===== src/rtl/id_ex_hazard_reg_if.sv =====
// ID/EX boundary bundle: decoder-side instruction fields and downstream controls in,
// registered EX slot, IF/ID stall request and event counters out.
interface id_ex_hazard_reg_if #(
  parameter int XLEN  = 32,
  parameter int CNT_W = 16
);
  logic             id_valid;
  logic [XLEN-1:0]  id_pc;
  logic [4:0]       id_rs1_addr;
  logic [4:0]       id_rs2_addr;
  logic [4:0]       id_rd_addr;
  logic             id_rs1_used;
  logic             id_rs2_used;
  logic [XLEN-1:0]  id_rs1_data;
  logic [XLEN-1:0]  id_rs2_data;
  logic [XLEN-1:0]  id_imm;
  logic [18:0]      id_ctrl;
  logic             ex_hold;
  logic             ex_flush;

  logic             ex_valid;
  logic [XLEN-1:0]  ex_pc;
  logic [XLEN-1:0]  ex_rs1_data;
  logic [XLEN-1:0]  ex_rs2_data;
  logic [XLEN-1:0]  ex_imm;
  logic [4:0]       ex_rs1_addr;
  logic [4:0]       ex_rs2_addr;
  logic [4:0]       ex_rd_addr;
  logic [18:0]      ex_ctrl;
  logic             stall_if_id;
  logic [CNT_W-1:0] load_use_cnt;
  logic [CNT_W-1:0] flush_cnt;

  modport slave (
    input  id_valid, id_pc, id_rs1_addr, id_rs2_addr, id_rd_addr,
           id_rs1_used, id_rs2_used, id_rs1_data, id_rs2_data, id_imm, id_ctrl,
           ex_hold, ex_flush,
    output ex_valid, ex_pc, ex_rs1_data, ex_rs2_data, ex_imm,
           ex_rs1_addr, ex_rs2_addr, ex_rd_addr, ex_ctrl,
           stall_if_id, load_use_cnt, flush_cnt
  );

  modport master (
    output id_valid, id_pc, id_rs1_addr, id_rs2_addr, id_rd_addr,
           id_rs1_used, id_rs2_used, id_rs1_data, id_rs2_data, id_imm, id_ctrl,
           ex_hold, ex_flush,
    input  ex_valid, ex_pc, ex_rs1_data, ex_rs2_data, ex_imm,
           ex_rs1_addr, ex_rs2_addr, ex_rd_addr, ex_ctrl,
           stall_if_id, load_use_cnt, flush_cnt
  );
endinterface


===== src/rtl/id_ex_hazard_reg.sv =====
// ID/EX pipeline register for the pipelined OTTER core: load-use bubble insertion,
// EX-resolved flush, IF/ID stall request and saturating stall/flush event counters.
module id_ex_hazard_reg #(
  parameter int XLEN  = 32,
  parameter int CNT_W = 16
) (
  input  logic             CLK,
  input  logic             RST_N,
  id_ex_hazard_reg_if.slave bus
);

  // The 17 named decoder bits are right-justified; [18:17] are spare and simply carried.
  // Layout: rf_wr_sel[1:0] alu_srcb[4:2] alu_srca[6:5] alu_fun[10:7]
  //         memRDEN2[11] memWE2[12] regWrite[13] store[14] branch[15] jump[16]
  localparam int CTRL_W       = 19;
  localparam int MEMRDEN2_BIT = 11;

  typedef struct packed {
    logic              valid;
    logic [XLEN-1:0]   pc;
    logic [XLEN-1:0]   rs1_data;
    logic [XLEN-1:0]   rs2_data;
    logic [XLEN-1:0]   imm;
    logic [4:0]        rs1_addr;
    logic [4:0]        rs2_addr;
    logic [4:0]        rd_addr;
    logic [CTRL_W-1:0] ctrl;
  } ex_slot_t;

  ex_slot_t         ex_q, ex_d;
  logic [CNT_W-1:0] load_use_cnt_q, load_use_cnt_d;
  logic [CNT_W-1:0] flush_cnt_q, flush_cnt_d;

  logic ex_is_load;
  logic rs1_hit;
  logic rs2_hit;
  logic load_use;

  function automatic logic [CNT_W-1:0] sat_inc(input logic [CNT_W-1:0] cnt);
    return (cnt == {CNT_W{1'b1}}) ? cnt : cnt + CNT_W'(1);
  endfunction

  // A load writing x0 never produces a value anyone can depend on.
  always_comb begin
    ex_is_load = ex_q.valid & ex_q.ctrl[MEMRDEN2_BIT] & (ex_q.rd_addr != 5'd0);
    rs1_hit    = bus.id_rs1_used & (bus.id_rs1_addr == ex_q.rd_addr);
    rs2_hit    = bus.id_rs2_used & (bus.id_rs2_addr == ex_q.rd_addr);
    load_use   = ex_is_load & bus.id_valid & (rs1_hit | rs2_hit);
  end

  assign bus.stall_if_id = RST_N & (bus.ex_hold | (load_use & ~bus.ex_flush));

  always_comb begin
    // NOTE: every variable gets its hold value first so no path leaves it unassigned (no latch).
    ex_d           = ex_q;
    load_use_cnt_d = load_use_cnt_q;
    flush_cnt_d    = flush_cnt_q;

    if (!bus.ex_hold) begin
      if (bus.ex_flush) begin
        ex_d = '0;
        if (bus.id_valid) flush_cnt_d = sat_inc(flush_cnt_q);
      end else if (load_use) begin
        ex_d           = '0;
        load_use_cnt_d = sat_inc(load_use_cnt_q);
      end else begin
        ex_d.valid    = bus.id_valid;
        ex_d.pc       = bus.id_pc;
        ex_d.rs1_data = bus.id_rs1_data;
        ex_d.rs2_data = bus.id_rs2_data;
        ex_d.imm      = bus.id_imm;
        ex_d.rs1_addr = bus.id_rs1_addr;
        ex_d.rs2_addr = bus.id_rs2_addr;
        ex_d.rd_addr  = bus.id_rd_addr;
        // Write enables must never ride along with an empty slot.
        ex_d.ctrl     = bus.id_valid ? bus.id_ctrl : '0;
      end
    end
  end

  always_ff @(posedge CLK or negedge RST_N) begin
    if (!RST_N) begin
      ex_q           <= '0;
      load_use_cnt_q <= '0;
      flush_cnt_q    <= '0;
    end else begin
      // NOTE: non-blocking assignments so every register samples pre-edge values.
      ex_q           <= ex_d;
      load_use_cnt_q <= load_use_cnt_d;
      flush_cnt_q    <= flush_cnt_d;
    end
  end

  assign bus.ex_valid     = ex_q.valid;
  assign bus.ex_pc        = ex_q.pc;
  assign bus.ex_rs1_data  = ex_q.rs1_data;
  assign bus.ex_rs2_data  = ex_q.rs2_data;
  assign bus.ex_imm       = ex_q.imm;
  assign bus.ex_rs1_addr  = ex_q.rs1_addr;
  assign bus.ex_rs2_addr  = ex_q.rs2_addr;
  assign bus.ex_rd_addr   = ex_q.rd_addr;
  assign bus.ex_ctrl      = ex_q.ctrl;
  assign bus.load_use_cnt = load_use_cnt_q;
  assign bus.flush_cnt    = flush_cnt_q;

endmodule


===== src/flat_wrapper.sv =====
// flat-port wrapper written by rule: the top's interface ports become plain ports
module id_ex_hazard_reg_flat 
#(
  parameter int XLEN  = 32,
  parameter int CNT_W = 16
)
  (CLK, RST_N, bus_id_valid, bus_id_pc, bus_id_rs1_addr, bus_id_rs2_addr, bus_id_rd_addr, bus_id_rs1_used, bus_id_rs2_used, bus_id_rs1_data, bus_id_rs2_data, bus_id_imm, bus_id_ctrl, bus_ex_hold, bus_ex_flush, bus_ex_valid, bus_ex_pc, bus_ex_rs1_data, bus_ex_rs2_data, bus_ex_imm, bus_ex_rs1_addr, bus_ex_rs2_addr, bus_ex_rd_addr, bus_ex_ctrl, bus_stall_if_id, bus_load_use_cnt, bus_flush_cnt);
  id_ex_hazard_reg_if #(.XLEN(XLEN), .CNT_W(CNT_W)) bus_i ();
  input  logic CLK;
  input  logic RST_N;
  input wire logic [$bits(bus_i.id_valid)-1:0] bus_id_valid;
  input wire logic [$bits(bus_i.id_pc)-1:0] bus_id_pc;
  input wire logic [$bits(bus_i.id_rs1_addr)-1:0] bus_id_rs1_addr;
  input wire logic [$bits(bus_i.id_rs2_addr)-1:0] bus_id_rs2_addr;
  input wire logic [$bits(bus_i.id_rd_addr)-1:0] bus_id_rd_addr;
  input wire logic [$bits(bus_i.id_rs1_used)-1:0] bus_id_rs1_used;
  input wire logic [$bits(bus_i.id_rs2_used)-1:0] bus_id_rs2_used;
  input wire logic [$bits(bus_i.id_rs1_data)-1:0] bus_id_rs1_data;
  input wire logic [$bits(bus_i.id_rs2_data)-1:0] bus_id_rs2_data;
  input wire logic [$bits(bus_i.id_imm)-1:0] bus_id_imm;
  input wire logic [$bits(bus_i.id_ctrl)-1:0] bus_id_ctrl;
  input wire logic [$bits(bus_i.ex_hold)-1:0] bus_ex_hold;
  input wire logic [$bits(bus_i.ex_flush)-1:0] bus_ex_flush;
  output wire logic [$bits(bus_i.ex_valid)-1:0] bus_ex_valid;
  output wire logic [$bits(bus_i.ex_pc)-1:0] bus_ex_pc;
  output wire logic [$bits(bus_i.ex_rs1_data)-1:0] bus_ex_rs1_data;
  output wire logic [$bits(bus_i.ex_rs2_data)-1:0] bus_ex_rs2_data;
  output wire logic [$bits(bus_i.ex_imm)-1:0] bus_ex_imm;
  output wire logic [$bits(bus_i.ex_rs1_addr)-1:0] bus_ex_rs1_addr;
  output wire logic [$bits(bus_i.ex_rs2_addr)-1:0] bus_ex_rs2_addr;
  output wire logic [$bits(bus_i.ex_rd_addr)-1:0] bus_ex_rd_addr;
  output wire logic [$bits(bus_i.ex_ctrl)-1:0] bus_ex_ctrl;
  output wire logic [$bits(bus_i.stall_if_id)-1:0] bus_stall_if_id;
  output wire logic [$bits(bus_i.load_use_cnt)-1:0] bus_load_use_cnt;
  output wire logic [$bits(bus_i.flush_cnt)-1:0] bus_flush_cnt;
  assign bus_i.id_valid = bus_id_valid;
  assign bus_i.id_pc = bus_id_pc;
  assign bus_i.id_rs1_addr = bus_id_rs1_addr;
  assign bus_i.id_rs2_addr = bus_id_rs2_addr;
  assign bus_i.id_rd_addr = bus_id_rd_addr;
  assign bus_i.id_rs1_used = bus_id_rs1_used;
  assign bus_i.id_rs2_used = bus_id_rs2_used;
  assign bus_i.id_rs1_data = bus_id_rs1_data;
  assign bus_i.id_rs2_data = bus_id_rs2_data;
  assign bus_i.id_imm = bus_id_imm;
  assign bus_i.id_ctrl = bus_id_ctrl;
  assign bus_i.ex_hold = bus_ex_hold;
  assign bus_i.ex_flush = bus_ex_flush;
  assign bus_ex_valid = bus_i.ex_valid;
  assign bus_ex_pc = bus_i.ex_pc;
  assign bus_ex_rs1_data = bus_i.ex_rs1_data;
  assign bus_ex_rs2_data = bus_i.ex_rs2_data;
  assign bus_ex_imm = bus_i.ex_imm;
  assign bus_ex_rs1_addr = bus_i.ex_rs1_addr;
  assign bus_ex_rs2_addr = bus_i.ex_rs2_addr;
  assign bus_ex_rd_addr = bus_i.ex_rd_addr;
  assign bus_ex_ctrl = bus_i.ex_ctrl;
  assign bus_stall_if_id = bus_i.stall_if_id;
  assign bus_load_use_cnt = bus_i.load_use_cnt;
  assign bus_flush_cnt = bus_i.flush_cnt;
  id_ex_hazard_reg #(.XLEN(XLEN), .CNT_W(CNT_W)) u_core (.CLK(CLK), .RST_N(RST_N), .bus(bus_i));
endmodule

===== config.mk =====
export PLATFORM = sky130hd
export DESIGN_NAME = id_ex_hazard_reg_flat
export DESIGN_NICKNAME = d
export VERILOG_FILES = /design/src/rtl/id_ex_hazard_reg_if.sv /design/src/rtl/id_ex_hazard_reg.sv /design/src/flat_wrapper.sv
export SDC_FILE = /design/constraint.sdc
export NUM_CORES = 1
export LEC_CHECK = 0
export BUFFER_PORTS_ARGS = -buffer_cell sky130_fd_sc_hd__buf_2
export CAP_MARGIN = 20
export CORE_MARGIN = 8
export CORE_UTILIZATION = 30
export DETAILED_ROUTE_END_ITERATION = 16
export PLACE_DENSITY = 0.63
export REMOVE_ABC_BUFFERS = 1
export SYNTH_ARGS = -nofsm -noshare
export SYNTH_HDL_FRONTEND = slang
export SYNTH_SLANG_ARGS = --single-unit

===== constraint.sdc =====
create_clock -name CLK -period 2.25 [get_ports CLK]
set_input_delay 0.225 -clock CLK [delete_from_list [all_inputs] [get_ports CLK]]
set_output_delay 0.225 -clock CLK [all_outputs]
set_load 0.05 [all_outputs]

# Yosys cells after proc, flatten, opt, wreduce, memory -nomap -nowiden
# Index checks and enable logic that the tools add are counted.
[classes]
n_bitwise = 14
mux = 3
div_mod_pow = 0
shift = 0
n_reduce_logical = 3
eq_ne = 4
addsub = 2
multipliers = 0
magnitude_cmp = 0
[op_table]
columns = ["operator", "count"]
rows = [
  ["two-way mux 163 bit", 2],
  ["adder 16 x 1 -> 16 bit (second input constant)", 2],
  ["== test 16 bit (second input constant)", 2],
  ["two-way mux 19 bit", 1],
  ["== test 5 bit", 2],
  ["bitwise AND 1 bit", 8],
  ["AND reduction 4 bit", 2],
  ["nonzero test 5 bit", 1],
  ["NOT 1 bit", 4],
  ["bitwise OR 1 bit", 2],
]
[word_totals]
in_bits = 169
memories = 0
rom_bits = 0
wordCells = 37
register_bits = 195
latchBits = 0
ram_bits = 0

# Longest topological paths before layout
# Gate-level depths: netlist of the first run.
[logic_depth]
word_depth = 7
ltp_mapped = 7

# Least setup slack after synthesis of the first run
# Ideal clock, no wire load.
[synth_path]
path_kind = "register to output"
startpoint = "register u_core.ex_q (netlist bit u_core.bus.ex_rd_addr[1])"
endpoint = "output bus_stall_if_id"
stages_incl_launch_ff = 6
required_ps = 2025
arrival_ps = 2255
setup_slack_ps = -230
cell_sequence = "dfrtp_1 xnor2_1 nand4_1 o22ai_1 a21oi_1 nor2b_1"
[synth_via]
elab_chain_cells = 7
word_cells_on_any_way = 12
cone_classes = "2 x eq/ne; 9 x bitwise; 1 x reduce/logical"
[synth_lines]
columns = ["element", "line_no", "rtl"]
rows = [
  ["from (decl)", "id_ex_hazard_reg.sv:30", "ex_slot_t ex_q, ex_d;"],
  ["from (signal assigned)", "id_ex_hazard_reg.sv:83", "ex_q <= '0;"],
  ["from (signal assigned)", "id_ex_hazard_reg.sv:88", "ex_q <= ex_d;"],
  ["== test 5 bit (tied with other cells)", "id_ex_hazard_reg.sv:46", "rs1_hit = bus.id_rs1_used & (bus.id_rs1_addr == ex_q.rd_addr);"],
  ["bitwise AND 1 bit, on equally long branches", "id_ex_hazard_reg.sv:46, id_ex_hazard_reg.sv:45, id_ex_hazard_reg.sv:47", ""],
  ["bitwise OR 1 bit or bitwise AND 1 bit (tied branches)", "id_ex_hazard_reg.sv:48", "load_use = ex_is_load & bus.id_valid & (rs1_hit | rs2_hit);"],
  ["bitwise AND 1 bit *", "id_ex_hazard_reg.sv:48", ""],
  ["bitwise AND 1 bit *", "id_ex_hazard_reg.sv:51", "assign bus.stall_if_id = RST_N & (bus.ex_hold | (load_use & ~bus.ex_flush));"],
  ["bitwise OR 1 bit *", "id_ex_hazard_reg.sv:51", ""],
  ["bitwise AND 1 bit *", "id_ex_hazard_reg.sv:51", ""],
  ["to (decl)", "flat_wrapper.sv:33", "output wire logic [$bits(bus_i.stall_if_id)-1:0] bus_stall_if_id;"],
]
# Mark *: on every way between the ends. The rest lies on a longest branch, timed or not.

# Final worst setup path of the first run
[layout_path]
startpoint = "register u_core.ex_q (netlist bit u_core.bus.ex_rd_addr[0])"
endpoint = "output bus_stall_if_id"
# Same word-level chain as after synthesis.

==> results.txt, run 1 <==
status: finished with violations
failing checks: setup timing
Core Area: 0.0242 mm^2
Synth warnings: 0
Post-DP HPWL: 17.6 mm
Routed WL per cell: 18.7 um
RD Place Congestion: 0.803
Final nets: 1129
Final Critical Period: 2.34 ns
Clock Latency Late Sink: 0.42 ns
Layout Cells excl Fill: 1296
max incr delay on CP: 0.51 ns
CTS clk-pin slew, worst paths: 0.07 ns
Die X-Extent: 173 um
PD cells: 825 mW/mm^2
Antenna Violating Nets Remaining: 0
critical path type: reg -> out
total gr overflow: 0
largest net degree at the start of global routing: 116
Top FF cell, synth: dfrtp_1
Max Cap Viol: 0
Critical Path RT: 2.03 ns
synthesized area per cell: 13.9 um^2
TritonCTS clock tree: yes
top cells by area, synth: dfrtp_1, a22o_1, xnor2_1
Syn Inst Count: 533
first-pass GRT wire length: 38.0 mm
worst-path cell chain: or4_4 > o2111ai_2 > buf_4 > nor2_2 > a21oi_2 > nor2b_1 > buf_6
CTS buffer count: 17
Tcrit/Tclk final: 104%
FF+latch count, synth: 195
area leader, netlist: dfrtp_1
vias per cell: 4.80
GRT Overall Usage: 15.6%
slew of the pin with the lowest slew margin: 0.663 ns
R2R depth: 10
Slew headroom: 55.8%
maximum vdd ir drop: 0.371 mV
DR pass1 iterations: 4
H-tree Lvls: 4
count leader, synth: dfrtp_1
initial antenna violation count: 2
Filler cells: 2254
RSZ-0062 raised after global routing: true
register area share after synthesis: 65.9%
full die area: 0.0300 mm^2
area of the multi-input gates: 0.00237 mm^2
setup tns final: -0.0913 ns
Leak: 5.81 nW
area delta synth->final: 47.4%
asr flop ratio synth: 100%
Final setup violation count: 1
hold-critical path depth: 2
Port Buffers: 364
FF+latch area: 0.00488 mm^2
Hold WS: 0.0198 ns
area share of the largest cell type after synthesis: 65.9%
Site Rows: 57
clock sink count: 195
Slew Limit Fails: 0
CP endpoint kind: output port
via count: 6226
CTS max path bufs: 2
Final Hold Vio Count: 0
DRT Wirelength: 24.3 mm
f_max: 427 MHz
Netlist Area Pre-Place: 0.00740 mm^2
initial core utilization: 30.5%
Post-synth top cells: dfrtp_1, a22o_1, xnor2_1
Remaining DRCs: 0
Placed Cells: 1208
Worst Path Max Fanout: 2
vias in the first global route: 6522
CP Data Arrival Time: 2.12 ns
PnR Total Power: 9.01 mW
die span in y: 173 um
Min-Delay Path Class: in -> reg
kind of launch point of the worst setup path: flip-flop
Post-synth EDFFs: 0
share of layout cells above drive strength 1: 45.3%
clk root buf: clkbuf_16
io pins: 365
final worst slack: -0.0913 ns
Initial DRC Count: 360
Distinct cells, synth: 29
Critical-path top delay cell: or4_4
clock skew: 0.0118 ns
[logic make-up (layout without fill, tap and decap cells)]
kind of cell             Yosys count  in the layout  share of synthesized area, %
AO/OA/AOI/OAI                    172            172                          20.1
XOR/XNOR                          40             40                          4.73
adder cells (fa/ha/maj)            2              2                         0.338
buffers and inverters             39            477                          2.53
flip-flops                       195            195                          65.9
multiplexers                       2              2                         0.304
other                              0              1                             0
AND/OR/NAND/NOR                   83             83                          6.07
[repair_timing]
action / 4_1_cts / 5_1_grt
cloned: 0 / 1
resized for setup: 5 / 3
pin swaps: 3 / 5
setup endpoints to repair: 1 / 2
hold buffers: 39 / 5
setup buffers: 3 / 7
endpoints found under the hold margin: 63 / 5
[path summary, 6_finish.rpt]
check | start | endpoint | slack, ns
max | u_core.bus.ex_rd_addr[0] | bus_stall_if_id | -0.09
min | bus_id_ctrl[18] | u_core.bus.ex_ctrl[18] | 0.02
max reg2reg | u_core.bus.ex_rd_addr[0] | u_core.bus.ex_imm[15] | 0.04
min reg2reg | u_core.bus.load_use_cnt[15] | u_core.bus.load_use_cnt[15] | 0.49
max in group asynchronous | RST_N | u_core.bus.ex_rs2_data[1] | 1.05
min in group asynchronous | RST_N | u_core.bus.load_use_cnt[9] | 0.28
[routing by layer]
layer / part of all wire [%] / vias to the layer above / GRT usage [%]
met1: 44 / 3070 / 20.2
met5: 0.041 / - / 0
met3: 7.1 / 14 / 4.97
met4: 0.94 / 2 / 3.34
li1: - / 2882 / -
met2: 48 / 258 / 25.3
[critical path: cells and delay by family, from the launching register on]
| kind | cells | cell delay (ns) |
|---|---|---|
| buf+inv | 2 | 0.31 |
| simple gates | 3 | 0.63 |
| flops | 1 | 0.41 |
| compound gates | 2 | 0.35 |
[placed cells by master, fill, tap and decap left out, drive strengths merged, types with 5 or more instances in the layout]
master / count
a21oi: 6
inv: 10
a22o: 162
clkinv: 5
clkbuf: 20
nand3: 15
and3: 10
buf: 397
xor2: 6
xnor2: 34
nand2: 11
nand4: 20
and4: 5
dfrtp: 195
dlygate4sd3: 44
nor2: 15
[cell type report]
type / instances / area share [%]
Inverter: 2 / 0.0917
Tap cell: 324 / 3.71
Clock inverter: 14 / 1.46
Multi-Input combinational cell: 299 / 21.7
Antenna cell: 1 / 0.0229
Clock buffer: 18 / 3.93
Sequential cell: 195 / 44.7
Timing Repair Buffer: 443 / 24.4
[flip-flops by register name (all words and copies together), names as in the netlist]
register and count:
u_core.bus.ex_rs1_addr 5, u_core.bus.ex_rs1_data 32, u_core.bus.ex_rs2_addr 5, u_core.bus.ex_pc 32, u_core.bus.ex_imm 32, u_core.bus.load_use_cnt 16
u_core.bus.ex_rd_addr 5, u_core.bus.ex_ctrl 19, u_core.bus.ex_valid 1, u_core.bus.flush_cnt 16, u_core.bus.ex_rs2_data 32
[report_power, final]
part	internal (mW)	leakage [nW]	switching, mW	total, mW
clock network	1.50	0.283	1.51	3.01
logic	0.617	2.95	1.43	2.05
registers	3.76	2.57	0.188	3.95
total	5.88	5.81	3.13	9.01
[metrics by stage]
| step | util (%) | instance area (um^2) | setup WS, ns |
|---|---|---|---|
| detailed placement | 40.2 | 9740 | 0.178 |
| floorplan | - | 7220 | -2.59 |
| global route | 45.0 | 10900 | -0.181 |
| finish | 45.0 | 10900 | -0.0913 |
| global placement | 40.2 | 9740 | 0.196 |
| CTS | 44.4 | 10800 | -0.113 |
(Power assumes the default switching activity.)
==> run 2: changes to the inputs <==
--- a/config.mk
+++ b/config.mk
@@ -8,10 +8,11 @@
 export BUFFER_PORTS_ARGS = -buffer_cell sky130_fd_sc_hd__buf_2
 export CAP_MARGIN = 20
 export CORE_MARGIN = 8
-export CORE_UTILIZATION = 30
+export CORE_UTILIZATION = 38
 export DETAILED_ROUTE_END_ITERATION = 16
-export PLACE_DENSITY = 0.63
+export PLACE_DENSITY = 0.75
 export REMOVE_ABC_BUFFERS = 1
+export SETUP_SLACK_MARGIN = 0.05
 export SYNTH_ARGS = -nofsm -noshare
 export SYNTH_HDL_FRONTEND = slang
 export SYNTH_SLANG_ARGS = --single-unit
==> run 2 against run 1 <==
The run still ends with setup timing left; sequential cell count is the same; global-route usage grew 4.2 points; die area shrank 19%; clock skew shrank 0.0016 ns; wire length grew 2.4%; combinational power grew 2%; critical path depth is the same; setup slack gained 0.039 ns; cell area grew 1.3%; critical path type unchanged; highest routed layer is now met4.
==> results.txt, run 2 (synthesis results as in run 1) <==
clk root buf: clkbuf_16
Slew headroom: 58.2%
vias per cell: 5.11
CTS clk-pin slew, worst paths: 0.07 ns
maximum vdd ir drop: 0.521 mV
first-pass GRT wire length: 37.6 mm
Remaining DRCs: 0
via count: 6392
Leak: 5.90 nW
share of layout cells above drive strength 1: 44.7%
Clock Latency Late Sink: 0.42 ns
status: finished with violations
Core Area: 0.0193 mm^2
Initial DRC Count: 323
kind of launch point of the worst setup path: flip-flop
hold-critical path depth: 2
Worst Path Max Fanout: 2
TritonCTS clock tree: yes
full die area: 0.0242 mm^2
commonest non-fill, non-tap cells in the layout: buf_2, dfrtp_1, a22o_1
largest net degree at the start of global routing: 136
total gr overflow: 0
Critical Path RT: 2.03 ns
slew of the pin with the lowest slew margin: 0.627 ns
Max Cap Viol: 0
GRT Overall Usage: 19.8%
Antenna Violating Nets Remaining: 0
initial core utilization: 38.4%
Layout Cells excl Fill: 1252
Final nets: 1143
initial antenna violation count: 2
R2R depth: 9
Final setup violation count: 1
RSZ-0062 raised after global routing: true
most common cell after layout, fill and taps aside: buf_2
Placed Cells: 1148
Final Critical Period: 2.30 ns
CP endpoint kind: output port
Site Rows: 51
clock skew: 0.0102 ns
PD cells: 830 mW/mm^2
CTS buffer count: 17
Tcrit/Tclk final: 102%
Die X-Extent: 156 um
Min-Delay Path Class: in -> reg
Slew Limit Fails: 0
DRT Wirelength: 24.9 mm
f_max: 434 MHz
CTS max path bufs: 2
Port Buffers: 364
setup tns final: -0.0526 ns
final worst slack: -0.0526 ns
io pins: 365
H-tree Lvls: 4
clock sink count: 195
Post-DP HPWL: 17.1 mm
Routed WL per cell: 19.9 um
Final Hold Vio Count: 0
vias in the first global route: 6688
RD Place Congestion: 0.873
failing checks: setup timing
die span in y: 156 um
CP Data Arrival Time: 2.08 ns
area delta synth->final: 49.4%
DR pass1 iterations: 4
critical path type: reg -> out
-- run 2: area by class of cell --
type | count | area, um^2
Antenna cell | 2 | 5.00
Clock buffer | 18 | 439
Clock inverter | 14 | 168
Fill cell | 1595 | 8210
Inverter | 2 | 7.51
Multi-Input combinational cell | 299 | 2370
Sequential cell | 195 | 4880
Tap cell | 265 | 332
Timing Repair Buffer | 457 | 2860
-- run 2: critical path, cell delays in order (launching register included) --
cell and delay, ns:
dfrtp_1 0.38, or4_4 0.55, o2111ai_4 0.21, buf_6 0.14, nor2_2 0.03, a21oi_1 0.12
nor2b_1 0.07, buf_6 0.15
-- run 2: stage by stage --
stage	setup WS (ns)	hold slack (ns)	power (mW)	cell area (um^2)	util, %
finish	-0.0526	0.0198	9.17	11100	57.4
global route	-0.123	0.00282	9.52	11100	57.4
CTS	-0.0797	0.0000481	9.24	10900	56.6
detailed placement	0.210	0.348	5.98	9660	50.1
global placement	0.273	0.349	5.96	9660	50.1
floorplan	-2.59	-0.0706	5.26	7220	-
-- run 2: metal layers --
| metal | wire length (um) | up-vias | GRT usage [%] |
|---|---|---|---|
| li1 | - | 2911 | - |
| met2 | 11800 | 316 | 32.0 |
| met4 | 673 | 0 | 8.13 |
| met3 | 2080 | 40 | 6.09 |
| met5 | 0 | - | 0 |
| met1 | 10300 | 3125 | 24.2 |
-- run 2: timing repair --
action | 4_1_cts | 5_1_grt
pin swaps | 2 | 2
hold buffers | 59 | 0
resized for setup | 6 | 6
setup buffers | 2 | 6
setup endpoints to repair | 1 | 109
gates cloned | 0 | 3
hold endpoints to repair | 253 | 0
-- run 2: path summary, 6_finish.rpt --
kind                                                from                         end  slack (ns)
max in group asynchronous                          RST_N       u_core.bus.ex_imm[10]        1.32
worst max-delay path            u_core.bus.ex_rd_addr[0]             bus_stall_if_id       -0.05
worst min-delay path                  bus_id_rs1_data[5]   u_core.bus.ex_rs1_data[5]        0.02
worst min register to register   u_core.bus.flush_cnt[7]     u_core.bus.flush_cnt[7]        0.50
worst max register to register  u_core.bus.ex_rd_addr[0]  u_core.bus.ex_rs1_data[29]        0.06
min in group asynchronous                          RST_N      u_core.bus.ex_ctrl[10]        0.45
-- run 2: power breakdown --
| group | total (mW) | switching [mW] | internal (mW) | leakage, nW |
|---|---|---|---|---|
| Sequential | 3.96 | 0.201 | 3.76 | 2.57 |
| Combinational | 2.09 | 1.45 | 0.643 | 3.04 |
| Clock | 3.13 | 1.42 | 1.71 | 0.291 |
